## src/rtl/multi_scan_chain_if.sv

```systemverilog
// Purpose: data/handshake bundle between the bitstream loader, the scan chains and the readback consumer.
// Latency: wires only, no storage.
// Backpressure: load side is valid_i/ready_o, readback side is valid_o/ready_i.
//
// Ports (signals):
//   data_i  [NUM_CHAINS]  load bit per chain (bit c feeds chain c)
//   valid_i               data_i valid (load mode)
//   ready_o               chain accepts data_i (load mode, SHIFT)
//   data_o  [NUM_CHAINS]  LSB of each chain, continuously
//   valid_o               data_o valid for readback (readback mode, SHIFT)
//   ready_i               consumer accepts data_o
interface multi_scan_chain_if #(
  parameter int NUM_CHAINS = 4
);
  logic [NUM_CHAINS-1:0] data_i;
  logic                  valid_i;
  logic                  ready_o;
  logic [NUM_CHAINS-1:0] data_o;
  logic                  valid_o;
  logic                  ready_i;

  // Loader / consumer side.
  modport master (
    output data_i, valid_i, ready_i,
    input  ready_o, data_o, valid_o
  );

  // Scan chain side.
  modport slave (
    input  data_i, valid_i, ready_i,
    output ready_o, data_o, valid_o
  );
endinterface

```

## src/rtl/multi_scan_chain.sv

```systemverilog
// Purpose: NUM_CHAINS parallel SC_LENGTH-bit configuration shift chains with handshaked load, rotating readback, parity.
// Latency: one shift per accepted beat; done pulses the cycle after the SC_LENGTH-th shift, busy drops one cycle later.
// Backpressure: valid_i low (load) or ready_i low (readback) stalls the chain indefinitely; no timeout.
//
// Ports:
//   clk        clock, rising edge
//   clear      synchronous active-high reset, overrides everything
//   start      begin a sequence (sampled in IDLE only); mode latched with it: 0 load, 1 readback
//   abort      terminate an active SHIFT; wins over a same-cycle shift
//   bus        multi_scan_chain_if.slave data/handshake bundle
//   busy       FSM not in IDLE
//   done       one-cycle pulse after a completed sequence
//   aborted    one-cycle pulse after an abort
//   bit_count  shifts completed in the current or last sequence (saturates at SC_LENGTH)
//   parity_o   per-chain XOR of all bits shifted in by the last load
module multi_scan_chain #(
  parameter int NUM_CHAINS = 4,
  parameter int SC_LENGTH  = 128
) (
  input  logic                               clk,
  input  logic                               clear,
  input  logic                               start,
  input  logic                               mode,
  input  logic                               abort,
  multi_scan_chain_if.slave                  bus,
  output logic                               busy,
  output logic                               done,
  output logic                               aborted,
  output logic [$clog2(SC_LENGTH+1)-1:0]     bit_count,
  output logic [NUM_CHAINS-1:0]              parity_o
);

  localparam int CW = $clog2(SC_LENGTH + 1);
  localparam logic [CW-1:0] LAST_CNT = CW'(SC_LENGTH - 1);

  typedef enum logic [1:0] {
    IDLE  = 2'd0,
    SHIFT = 2'd1,
    DONE  = 2'd2
  } state_t;

  state_t state_q, state_d;

  logic                                  mode_q;     // 0 load, 1 readback
  logic                                  aborted_q;
  logic                                  shift_en;
  logic [NUM_CHAINS-1:0][SC_LENGTH-1:0]  chain_q;

  // State register.
  always_ff @(posedge clk) begin
    if (clear) begin
      state_q <= IDLE;
    end else begin
      state_q <= state_d;
    end
  end

  // Next state, handshake outputs and the shift strobe.
  always_comb begin
    state_d     = state_q;
    shift_en    = 1'b0;
    busy        = 1'b0;
    done        = 1'b0;
    bus.ready_o = 1'b0;
    bus.valid_o = 1'b0;
    case (state_q)
      IDLE: begin
        if (start) state_d = SHIFT;
      end
      SHIFT: begin
        busy        = 1'b1;
        bus.ready_o = ~mode_q;
        bus.valid_o = mode_q;
        if (abort) begin
          // Abort suppresses any shift offered in the same cycle.
          state_d = IDLE;
        end else begin
          shift_en = mode_q ? bus.ready_i : bus.valid_i;
          if (shift_en && (bit_count == LAST_CNT)) state_d = DONE;
        end
      end
      DONE: begin
        busy    = 1'b1;
        done    = 1'b1;
        state_d = IDLE;
      end
      default: state_d = IDLE;
    endcase
  end

  // Chain storage, bit counter, parity and the abort pulse.
  always_ff @(posedge clk) begin
    if (clear) begin
      mode_q    <= 1'b0;
      aborted_q <= 1'b0;
      chain_q   <= '0;
      bit_count <= '0;
      parity_o  <= '0;
    end else begin
      aborted_q <= (state_q == SHIFT) && abort;
      if ((state_q == IDLE) && start) begin
        mode_q    <= mode;
        bit_count <= '0;
        // Readback leaves the parity of the last load visible.
        if (!mode) parity_o <= '0;
      end
      if (shift_en) begin
        bit_count <= bit_count + CW'(1);
        for (int c = 0; c < NUM_CHAINS; c++) begin
          if (mode_q) begin
            // Rotate: LSB re-enters at the MSB so SC_LENGTH shifts restore the chain.
            chain_q[c] <= {chain_q[c][0], chain_q[c][SC_LENGTH-1:1]};
          end else begin
            chain_q[c]  <= {bus.data_i[c], chain_q[c][SC_LENGTH-1:1]};
            parity_o[c] <= parity_o[c] ^ bus.data_i[c];
          end
        end
      end
    end
  end

  assign aborted = aborted_q;

  always_comb begin
    bus.data_o = '0;
    for (int c = 0; c < NUM_CHAINS; c++) begin
      bus.data_o[c] = chain_q[c][0];
    end
  end

endmodule
```

## src/flat_wrapper.sv

```systemverilog
// flat-port wrapper written by rule: the top's interface ports become plain ports
module multi_scan_chain_flat 
#(
  parameter int NUM_CHAINS = 4,
  parameter int SC_LENGTH  = 128
)
  (clk, clear, start, mode, abort, busy, done, aborted, bit_count, parity_o, bus_data_i, bus_valid_i, bus_ready_i, bus_ready_o, bus_data_o, bus_valid_o);
  multi_scan_chain_if #(.NUM_CHAINS(NUM_CHAINS)) bus_i ();
  input  logic clk;
  input  logic clear;
  input  logic start;
  input  logic mode;
  input  logic abort;
  output logic busy;
  output logic done;
  output logic aborted;
  output logic [$clog2(SC_LENGTH+1)-1:0] bit_count;
  output logic [NUM_CHAINS-1:0] parity_o;
  input wire logic [$bits(bus_i.data_i)-1:0] bus_data_i;
  input wire logic [$bits(bus_i.valid_i)-1:0] bus_valid_i;
  input wire logic [$bits(bus_i.ready_i)-1:0] bus_ready_i;
  output wire logic [$bits(bus_i.ready_o)-1:0] bus_ready_o;
  output wire logic [$bits(bus_i.data_o)-1:0] bus_data_o;
  output wire logic [$bits(bus_i.valid_o)-1:0] bus_valid_o;
  assign bus_i.data_i = bus_data_i;
  assign bus_i.valid_i = bus_valid_i;
  assign bus_i.ready_i = bus_ready_i;
  assign bus_ready_o = bus_i.ready_o;
  assign bus_data_o = bus_i.data_o;
  assign bus_valid_o = bus_i.valid_o;
  multi_scan_chain #(.NUM_CHAINS(NUM_CHAINS), .SC_LENGTH(SC_LENGTH)) u_core (.clk(clk), .clear(clear), .start(start), .mode(mode), .abort(abort), .bus(bus_i), .busy(busy), .done(done), .aborted(aborted), .bit_count(bit_count), .parity_o(parity_o));
endmodule
```

## config.mk

```make
export PLATFORM = sky130hd
export DESIGN_NAME = multi_scan_chain_flat
export DESIGN_NICKNAME = d
export VERILOG_FILES = /design/src/rtl/multi_scan_chain_if.sv /design/src/rtl/multi_scan_chain.sv /design/src/flat_wrapper.sv
export SDC_FILE = /design/constraint.sdc
export NUM_CORES = 1
export LEC_CHECK = 0
export CAP_MARGIN = 20
export CORE_MARGIN = 10
export CORE_UTILIZATION = 60
export DETAILED_ROUTE_END_ITERATION = 10
export PLACE_DENSITY = 0.76
export SYNTH_ARGS = -nofsm -noshare
export SYNTH_HDL_FRONTEND = slang
export SYNTH_SLANG_ARGS = --single-unit
```

## constraint.sdc

```tcl
create_clock -name clk -period 2.4 [get_ports clk]
set_clock_uncertainty 0.05 [all_clocks]
set_input_delay 0.24 -clock clk [delete_from_list [all_inputs] [get_ports clk]]
set_output_delay 0.24 -clock clk [all_outputs]
set_load 0.03 [all_outputs]
```

After elaboration in Yosys (flattened, before gate mapping)
Index checks and enable logic that the tools add are counted.

operators by class
  multipliers = 0
  divide/modulo/power cells = 0
  shift-type cells = 0
  equal/unequal tests = 5
  bitwise operators = 5
  reductions and logical operators = 7
  add/sub/neg operators = 1
  magnitude comparators = 0
  multiplexer cells = 24

operators by type and width
  cell                 number
  $mux 128             4
  $mux 8               2
  $mux 4               3
  $mux 1               11
  $add 8x1->8 const B  1
  $eq 8x7->1 const B   1
  $mux 2               3
  $pmux 2 s2           1
  $xor 1x1->1          4
  $logic_and 1x1->1    3
  $ne 3x2->1 const B   1
  $eq 2x1->1 const B   1
  $eq 2x2->1 const B   1
  $logic_not 2->1      1
  $ne 2x2->1 const B   1
  $reduce_and 2->1     1
  $reduce_bool 2->1    1
  $reduce_or 2->1      1
  $not 1->1            1

storage, ports and cells
  memory bits (read-only) = 0
  latch bits = 0
  RAM bits = 0
  output and inout bits = 21
  memories = 0
  register bits = 528

Longest topological paths before layout
  depth in word-level cells = 5
  mapped depth = 9

Least setup slack after synthesis
No wires, ideal clock.

  kind = reg-to-reg
  from = register u_core.state_q[1]
  to = register u_core.bit_count[7]
  slack = 0.773 ns
  library setup time = 0.095 ns
  data required time = 2.255 ns
  path buffers = 1
  period minus slack after synthesis = 1.627 ns
  arrival = 1.482 ns
  cell stages (with the launch flop) = 8
  cell sequence = dfxtp_1 inv_1 ha_1 nor2b_1 nand2b_1 buf_4 or4_1 o311ai_1

between the ends
  longest elaborated chain between the ends = 3
  elaborated cells between the ends (all ways) = 6

RTL lines
  item                                                  RTL line                                         source
  start, declared                                       multi_scan_chain.sv:42                           state_t state_q, state_d;
  start signal, assigned                                multi_scan_chain.sv:54                           state_q <= state_d;
  $eq 2x1->1 / $logic_not 2->1 (equally long branches)  multi_scan_chain.sv:66, multi_scan_chain.sv:101
  $mux 1 / $logic_and 1x1->1 (equally long branches)    multi_scan_chain.sv:66, multi_scan_chain.sv:101
  $mux 8 / $reduce_bool 2->1 (equally long branches)    --
  end signal, assigned                                  multi_scan_chain.sv:108                          bit_count <= bit_count + CW'(1);
  end, declared                                         multi_scan_chain.sv:29                           output logic [$clog2(SC_LENGTH+1)-1:0] bit_count,

Several ways; a longest one is shown, not always the timed one.
A chain may end at the register's enable or synchronous reset.

Final worst setup path
  from = register u_core.state_q[1]
  to = output port bus_valid_o

between the ends
  longest elaborated chain between the ends = 2

RTL lines
  item           RTL line                source
  $eq 2x1->1     multi_scan_chain.sv:66  case (state_q)
  $mux 1         multi_scan_chain.sv:66
  end, declared  flat_wrapper.sv:24      output wire logic [$bits(bus_i.valid_o)-1:0] bus_valid_o;

No other way between the ends.

==> metrics.cfg <==
[outcome]
status = finished clean

[floorplanning]
i_o_pin_cnt = 32
die_height_um = 195
die_width_um = 195
start_util_pct = 60.5
fp.dieArea_mm2 = 0.0381
core_region_area_mm2 = 0.0304
placement_rows = 64

[worst_setup_path]
rrSetupSlack_ns = 0.40
worstPathRequired_ns = 2.11
r2r-start = u_core.state_q[1]
critical-path-slowest-cell = clkdlybuf4s50_1
worst-path-max-fanout = 5
r2r_end = u_core.chain_q[71]
crit_chain = inv_1, ha_1, and2_1, clkdlybuf4s50_1
end_kind = primary output
worst_r2r_path_depth = 8
crit_type = flip-flop to primary output
worst-endpoint-arrival_ns = 2.01
max_stage_delay_ns = 0.66
worst_setup_path_start_kind = flip-flop

[clock_tree]
clock_tree_from_tritoncts = yes
post_cts_resized = 0
worst_skew_pair.late_latency_ns = 0.55
clock_sinks = 528
cts_made_buffers = 50
clock_path_buffers = 3
clk_pin_slew_worst_paths_ns = 0.06
cts_hold_buf = 0
clock_tree.htree_level_count = 2
clk_root_buffer_cell = clkbuf_16
cts_setup_buffers = 0

[routing]
count_of_tritonroute_iterations_in_the_first_routing_pass = 5
routed-via-count = 14162
drt-vias-per-instance = 5.24
drt-wirelength-per-cell_um = 11.7
wirelength_um = 31600
detail_route.iter0.violations = 1045
detail_route.drc_violations = 0
antenna_left = 0

[placed_design]
gp_congestion = 0.731
number_of_i_o_port_buffers = 31
dp_hpwl_um = 18200

[synthesis]
synth.distinct_cells = 34
syn-num-nets = 2338
ys_warn_count = 0
synth.yosys.seq_area_share_pct = 57.4
syn-cell-area_mm2 = 0.0184
synth_seq_cells = 528
post_synth_inst_count = 2322
synth.avg_cell_area_um2 = 7.93

[finish]
multi_input_comb_area_mm2 = 0.00696
insertedDiodeCount = 0
layout_commonest_cell = nand2_1
filler_cells_inserted = 2480
area_growth_pct = 11.6
layout.cells.most_common_list = nand2_1, dfxtp_1, a21oi_1
register_area_mm2 = 0.0106
final_net_count = 2287
drive_above_1_share_pct = 4.99

[min_path]
holdCritPathClass = input port to flip-flop
timing.hold.worst_path_depth = 2
min_to = u_core.aborted
holdCritStartpoint = clear

[job]
drv_cap = 0

[pwr]
peakVddDrop_uv = 602
p_leak_uw = 0.00659
power.density_mw_per_mm2 = 827

[sta]
fin_crit_sh_pct = 95.9
timing.max_slew.rel_slack_pct = 66.5
fin_hold_ws_ns = 0.0448
slew_viol_final = 0
max_freq_mhz = 434
rsz0062_at_grt = false
finalHoldViolations = 0
setup-violations-final = 0
fin_tns_setup_ns = 0
worst_slew_pin_slew_ns = 0.499
fin_crit_ns = 2.30

[global_routing]
globalRoute.totalOverflow = 0
grt_pass1_vias = 12954
antenna_found_initial = 0
grt_first_pass_wirelength_um = 56000
globalRouteTotalUtil_pct = 16.1
maximum_number_of_pins_on_one_net_before_global_route_repair = 100

Yosys cell counts, drive strengths merged:
cell type / number / share of area, %
or4: 1 / 0.041
nand3: 3 / 0.082
nand2: 1027 / 21
mux2i: 6 / 0.39
a31oi: 1 / 0.034
nor4b: 1 / 0.048
a311oi: 2 / 0.095
nor2b: 3 / 0.10
nand3b: 4 / 0.16
clkbuf: 62 / 1.3
a21oi: 519 / 14
buf: 117 / 3.5
o21ai: 1 / 0.027
nor3: 6 / 0.16
o211a: 3 / 0.16
and3: 2 / 0.068
o311ai: 1 / 0.048
mux2: 1 / 0.061
nand2b: 4 / 0.14
nand4b: 1 / 0.048
or2: 1 / 0.034
and2: 1 / 0.034
xor2: 4 / 0.19
ha: 5 / 0.34
and4: 1 / 0.048
dfxtp: 528 / 57
a211oi: 4 / 0.16
nor2: 9 / 0.18
inv: 3 / 0.061
nand4: 1 / 0.034
final cells by class:
cell class / instances / area share (%)
clock inverters: 7 / 0.433
multi-input cells: 1612 / 33.9
repair buffers: 76 / 4.66
clock buffers: 80 / 7.04
inverters: 3 / 0.0548
flip-flops and latches: 528 / 51.5
well taps: 396 / 2.41
power by group:
group	internal, uW	switching [uW]
sequential	8780	12.0
clock	4310	3070
combinational	214	594
total	13300	3670
through the flow:
step           util (%)  worst slack, ns  power, uW  area, um^2  cells
6_report           67.5           0.0978      17000       20500   2702
5_1_grt            67.5           0.0131      17600       20500   2702
4_1_cts            67.5           0.0437      17200       20500   2702
3_5_place_dp       62.4            0.297       9800       19000   2615
3_3_place_gp       62.4            0.353       9790       19000   2615
2_1_floorplan         -            0.773       9570       18400   2322
worst max-delay path: cells and delay by family (launching register included):
| family | cells | cell delay (ns) |
|---|---|---|
| DFF | 1 | 0.33 |
| buffers and inverters | 2 | 0.76 |
| adders and majority gates | 1 | 0.24 |
| and+or+nand+nor | 1 | 0.14 |
how the worst max path moves through the flow:
stage / start / depth (start not counted) / endpoint
3_5_place_dp: abort / 7 / u_core.chain_q[71]
5_1_grt: u_core.state_q[1] / 4 / bus_valid_o
2_1_floorplan: u_core.state_q[1] / 7 / u_core.bit_count[7]
3_3_place_gp: bus_valid_i / 7 / u_core.chain_q[183]
6_report: u_core.state_q[1] / 4 / bus_valid_o
4_1_cts: u_core.state_q[1] / 4 / bus_ready_o
sequential cells by signal (all words and copies together), names as in the netlist:
signal,count
u_core.aborted,1
u_core.bit_count,8
u_core.bus.data_o,4
u_core.chain_q,508
u_core.mode_q,1
u_core.parity_o,4
u_core.state_q,2
per-layer routing:
layer	GRT usage (%)	vias up	wire length, um
met5	0	-	0
met4	3.93	0	459
met3	2.67	44	1030
met2	29.7	163	15800
met1	19.1	6607	14300
li1	-	7348	-
cell families (layout without fill, tap and decap cells):
kind of cell,count (synthesis),in the layout,synth area share [%]
AOI/OAI and AO/OA,531,531,14.6
buffers and inverters,182,166,4.81
xor gates and xnor gates,4,4,0.190
and+or+nand+nor,1065,1065,22.1
muxes,7,7,0.456
adders and majority gates,5,5,0.340
DFF,528,528,57.4
(Power assumes the default switching activity.)
